`src/rtl/instr_fetch.sv`:
```
// Instruction fetch stage: owns the PC, issues word fetches over req/gnt/rvalid,
// buffers responses in a small FIFO and hands {instr, pc} to decode.
module instr_fetch #(
  parameter logic [31:0] RESET_PC   = 32'h0000_0000,
  parameter int          IBUF_DEPTH = 2
) (
  input  logic        clk,
  input  logic        rst_n,
  output logic        imem_req,
  output logic [31:0] imem_addr,
  input  logic        imem_gnt,
  input  logic        imem_rvalid,
  input  logic [31:0] imem_rdata,
  input  logic        redirect_valid,
  input  logic [31:0] redirect_pc,
  output logic        if_valid,
  output logic [31:0] if_instr,
  output logic [31:0] if_pc,
  input  logic        id_ready,
  output logic        fetch_misalign
);

  localparam int PW  = $clog2(IBUF_DEPTH);
  localparam int CW  = PW + 1;
  localparam int CW1 = CW + 1;
  localparam logic [CW:0] DEPTH_W = CW1'(IBUF_DEPTH);

  logic [31:0]    pc;
  logic [31:0]    resp_pc;
  logic [CW-1:0]  count;
  logic [CW-1:0]  outstanding;
  logic [CW-1:0]  outstanding_next;
  logic [CW-1:0]  drop;
  logic [PW-1:0]  wr_ptr;
  logic [PW-1:0]  rd_ptr;
  logic [31:0]    buf_instr [IBUF_DEPTH];
  logic [31:0]    buf_pc    [IBUF_DEPTH];
  logic [CW:0]    occupancy;
  logic           fire_gnt;
  logic           discard;
  logic           push;
  logic           pop;
  logic [31:0]    redirect_target;

  // Every in-flight request owns a buffer slot, so responses never need backpressure.
  assign occupancy        = {1'b0, outstanding} + {1'b0, count};
  assign imem_req         = rst_n && (occupancy < DEPTH_W) && !redirect_valid;
  assign imem_addr        = pc;
  assign fire_gnt         = imem_req && imem_gnt;
  assign discard          = imem_rvalid && (drop != '0);
  assign push             = imem_rvalid && (drop == '0) && !redirect_valid;
  assign pop              = if_valid && id_ready && !redirect_valid;
  assign outstanding_next = outstanding + CW'(fire_gnt) - CW'(imem_rvalid);
  assign redirect_target  = {redirect_pc[31:2], 2'b00};

  assign if_valid = (count != '0);
  assign if_instr = if_valid ? buf_instr[rd_ptr] : 32'h0;
  assign if_pc    = if_valid ? buf_pc[rd_ptr]    : 32'h0;

  always_ff @(posedge clk or negedge rst_n) begin
    if (!rst_n) begin
      pc             <= RESET_PC;
      resp_pc        <= RESET_PC;
      count          <= '0;
      outstanding    <= '0;
      drop           <= '0;
      wr_ptr         <= '0;
      rd_ptr         <= '0;
      fetch_misalign <= 1'b0;
    end else begin
      outstanding    <= outstanding_next;
      fetch_misalign <= redirect_valid && (redirect_pc[1:0] != 2'b00);
      if (redirect_valid) begin
        // Everything still in flight belongs to the old path.
        pc      <= redirect_target;
        resp_pc <= redirect_target;
        count   <= '0;
        wr_ptr  <= '0;
        rd_ptr  <= '0;
        drop    <= outstanding_next;
      end else begin
        if (fire_gnt) pc <= pc + 32'd4;
        if (discard) drop <= drop - CW'(1);
        if (push) begin
          wr_ptr  <= wr_ptr + PW'(1);
          resp_pc <= resp_pc + 32'd4;
        end
        if (pop) rd_ptr <= rd_ptr + PW'(1);
        count <= count + CW'(push) - CW'(pop);
      end
    end
  end

  always_ff @(posedge clk) begin
    if (push) begin
      buf_instr[wr_ptr] <= imem_rdata;
      buf_pc[wr_ptr]    <= resp_pc;
    end
  end

  always_ff @(posedge clk) begin
    if (rst_n) assert (occupancy <= DEPTH_W);
  end

endmodule
```
`config.mk`:
```
export PLATFORM = sky130hd
export DESIGN_NAME = instr_fetch
export DESIGN_NICKNAME = d
export VERILOG_FILES = /design/src/rtl/instr_fetch.sv
export SDC_FILE = /design/constraint.sdc
export NUM_CORES = 1
export LEC_CHECK = 0
export ABC_AREA = 1
export BUFFER_PORTS_ARGS = -buffer_cell sky130_fd_sc_hd__buf_2
export CAP_MARGIN = 20
export CORE_MARGIN = 8
export CORE_UTILIZATION = 43
export CTS_CLUSTER_SIZE = 30
export DETAILED_ROUTE_END_ITERATION = 16
export GPL_TIMING_DRIVEN = 0
export HOLD_SLACK_MARGIN = 0.1
export RECOVER_POWER = 25
export SLEW_MARGIN = 20
export SYNTH_ARGS = -nofsm -noshare
export SYNTH_HDL_FRONTEND = slang
export SYNTH_SLANG_ARGS = --single-unit
```
`constraint.sdc`:
```
create_clock -name clk -period 9.6 [get_ports clk]
set_input_delay 1.92 -clock clk [delete_from_list [all_inputs] [get_ports clk]]
set_output_delay 1.92 -clock clk [all_outputs]
set_load 0.05 [all_outputs]
```
==> qor.yml <==
setup_path:
  path_max_fanout: 48
  timing.reg2reg.setup_slack_ps: 7110
  r2r_cells: 12
  worstReg2RegEnd: "drop[1]"
  crit_path_start_kind: "primary input"
  cp.arrival_ps: 3850
  critical_path_class: "primary input to output pin"
  crit_start: "rst_n"
  reg2reg_from: "count[0]"
  endpoint_kind: "output pin"
  cp.required_ps: 7680
min_path:
  hold_start: "resp_pc[9]"
  hold_depth: 0
  min_to: "buf_pc[1][9]"
  hold_path_class: "flip-flop to flip-flop"
timing:
  max_freq_ghz: 0.1735
  finalSetupViolCount: 0
  finalCritPeriodShare_pct: 60.05
  tightestPinTransition_ps: 1578
  slew_headroom_pct: -5.195
  drv_slew: 24
  fin_ws_ps: 3835
  rsz0062_at_grt: "no"
  final_hold_viol_count: 0
  final.min_clock_period_ps: 5765
  skew_ps: 11.78
  whs_ps: 537.8
  fin_tns_setup_ps: 0
layout:
  fillCellCount: 2052
  final_layout_size_suffix_gt1_share_pct: 20.24
  post-route-util_pct: 52.58
  layout.cells.non_filler: 1540
  antennaDiodeCount: 0
  design_area_um2: 11400
  syn_to_final_growth_pct: 20.73
  fin_nets: 1325
floorplanning:
  die_h_um: 164.2
  die_area_um2: 26970
  die_x_um: 164.2
  core_area_um2: 21690
  io_pins: 169
  rows: 54
  start_util_pct: 43.56
routing:
  wl_um: 25450
  wl_per_cell_um: 16.52
  via_per_inst: 5.025
  postRouteAntennaNets: 0
  drt-pass1-iter-count: 5
  drc: 0
  vias: 7738
  drt_iter0_markers: 399
clock_tree:
  post-cts-setup-buffers: 0
  cts.clk_slew.worst_paths_ps: 70
  cts_tree: "built"
  cts_sinks: 193
  ctsResizeCount: 0
  root_buffer: "clkbuf_16"
  cts_buffers: 17
  cts.htree.levels: 4
  postCtsHoldBufs: 0
  insertion_delay_ps: 440
  cts.path.max_buffers: 2
yosys:
  synthAdderAreaFrac_pct: 1.139
  synth_top_family_by_area: "simple AND/OR/NAND/NOR gates"
  synth_cells: 1056
  synth_area_um2: 9447
  avgSynthCellArea_um2: 8.946
  yosysUniqueCellTypes: 43
  async_reset_ff_share_pct: 35.75
  ys.warnings.count: 0
  synth_mux_area_share_pct: 0
  synth_edf_count: 124
  synth_compound_area_share_pct: 8.278
  synth_seq_cells: 193
  yosys.area_share.simple_pct: 25.43
  yosys.area_share.xor_xnor_pct: 1.470
  synth_seq_area_share_pct: 57.70
  synth_flop_cell: "edfxtp_1"
power:
  p_int_mw: 1.591
  switching_share_pct: 36.53
  total_power_mw: 2.507
  leakagePower_nw: 5.011
  p_per_area_nw_per_um2: 219.8
  power.share.sequential_pct: 42.4
  switchingPower_mw: 0.9158
  p_comb_share_pct: 26.7
  clkPwrFrac_pct: 30.9
  vdd_ir_drop_max_mv: 0.1254
placed_design:
  gp_congestion: 0.9076
  dpl_cell_area_um2: 10770
  pre_cts_slack_ps: 4621
  portBuffers: 164
  hpwl_um: 19240
  place_inst: 1508
grt:
  grt_overflow: 0
  grt_pass1_vias: 7502
  grt_pass1_wl_um: 39930
  antenna_found_initial: 0
  grt_max_degree: 49
  grt.total_usage_pct: 19.21
run:
  drv_cap: 1
outcome:
  violations: "capacitance limit, slew limit"
  outcome: "finished, violations left"
[registers in the layout (all words and copies together), names as in the netlist]
register        cells
drop                2
wr_ptr              1
fetch_misalign      1
outstanding         2
imem_addr          30
buf_pc             60
rd_ptr              1
resp_pc            30
count               2
buf_instr          64
[metal layers]
metal | share of wire [%] | global-route usage (%)
met5 | 0 | 0
met4 | 1.9 | 5.992
met3 | 7.2 | 4.411
met2 | 46 | 30.51
met1 | 45 | 25.69
[layout make-up]
| class | count | area (µm²) | area share [%] |
|---|---|---|---|
| clock buffer | 17 | 425.4 | 3.730 |
| buffer | 40 | 182.7 | 1.602 |
| timing repair buffer | 169 | 932.1 | 8.173 |
| multi-input combinational | 725 | 3461 | 30.35 |
| sequential | 193 | 5450 | 47.79 |
| clock inverter | 15 | 224.0 | 1.964 |
| tap | 280 | 350.3 | 3.072 |
| inverter | 101 | 379.1 | 3.324 |
[layout by cell type, fill, tap and decap left out, drive strengths merged, types with 8 or more instances in the layout]
cell type,n
nor2,99
edfxtp,124
inv,105
nand2,364
dfrtp,69
nand4,8
a21oi,75
o21ai,40
buf,180
o211ai,12
nor3,11
xor2,10
clkbuf,46
nand3,72
[critical path, cell delays in order]
cell,delay (ps)
clkbuf_1,1110
buf_16,330
nand2_1,80
nor2_1,80
buf_2,270
[worst max path at each step]
| stage | to | slack, ps | depth (start not counted) |
|---|---|---|---|
| after global routing | imem_req | 3560 | 5 |
| after detailed placement | imem_req | 4620 | 5 |
| final | imem_req | 3830 | 5 |
| after global placement | buf_instr[0][14] | 2590 | 5 |
| after CTS | imem_req | 4610 | 5 |
| after floorplan | buf_instr[0][0] | 4320 | 4 |
[power groups by stage]
| stage | sequential [mW] | combinational [mW] | clock [mW] |
|---|---|---|---|
| after global placement | 1.08 | 0.657 | 0 |
| after global routing | 1.08 | 0.732 | 0.827 |
| after detailed placement | 1.08 | 0.672 | 0 |
| after CTS | 1.06 | 0.675 | 0.789 |
| after floorplan | 1.13 | 0.421 | 0 |
| final | 1.06 | 0.668 | 0.775 |
[cells by family (layout without fill, tap and decap cells)]
kind of cell,count (synthesis),in the layout
xor gates and xnor gates,15,15
AOI/OAI and AO/OA,142,142
buffers and inverters,141,342
DFF,193,193
other,1,4
and+or+nand+nor,556,556
adders and majority gates,8,8
[cells in the mapped netlist, types with 4 or more instances]
cell | n | share of area [%]
nand2_1 | 355 | 14
edfxtp_1 | 124 | 39
inv_1 | 92 | 3.7
nor2_1 | 79 | 3.1
a21oi_1 | 75 | 4.0
dfrtp_1 | 69 | 18
nand3_1 | 69 | 3.7
o21ai_0 | 36 | 1.9
clkbuf_1 | 20 | 0.79
nor2_2 | 12 | 0.79
o211ai_1 | 12 | 0.95
buf_2 | 11 | 0.58
nor3_1 | 10 | 0.53
xor2_1 | 9 | 0.83
inv_2 | 8 | 0.32
nand2_2 | 8 | 0.53
ha_1 | 7 | 0.93
nand4_1 | 7 | 0.46
nor2_4 | 6 | 0.72
a31oi_1 | 5 | 0.33
buf_4 | 5 | 0.40
xnor2_1 | 5 | 0.46
buf_1 | 4 | 0.16
o21ai_1 | 4 | 0.21
Power figures use the tool's default switching activity.
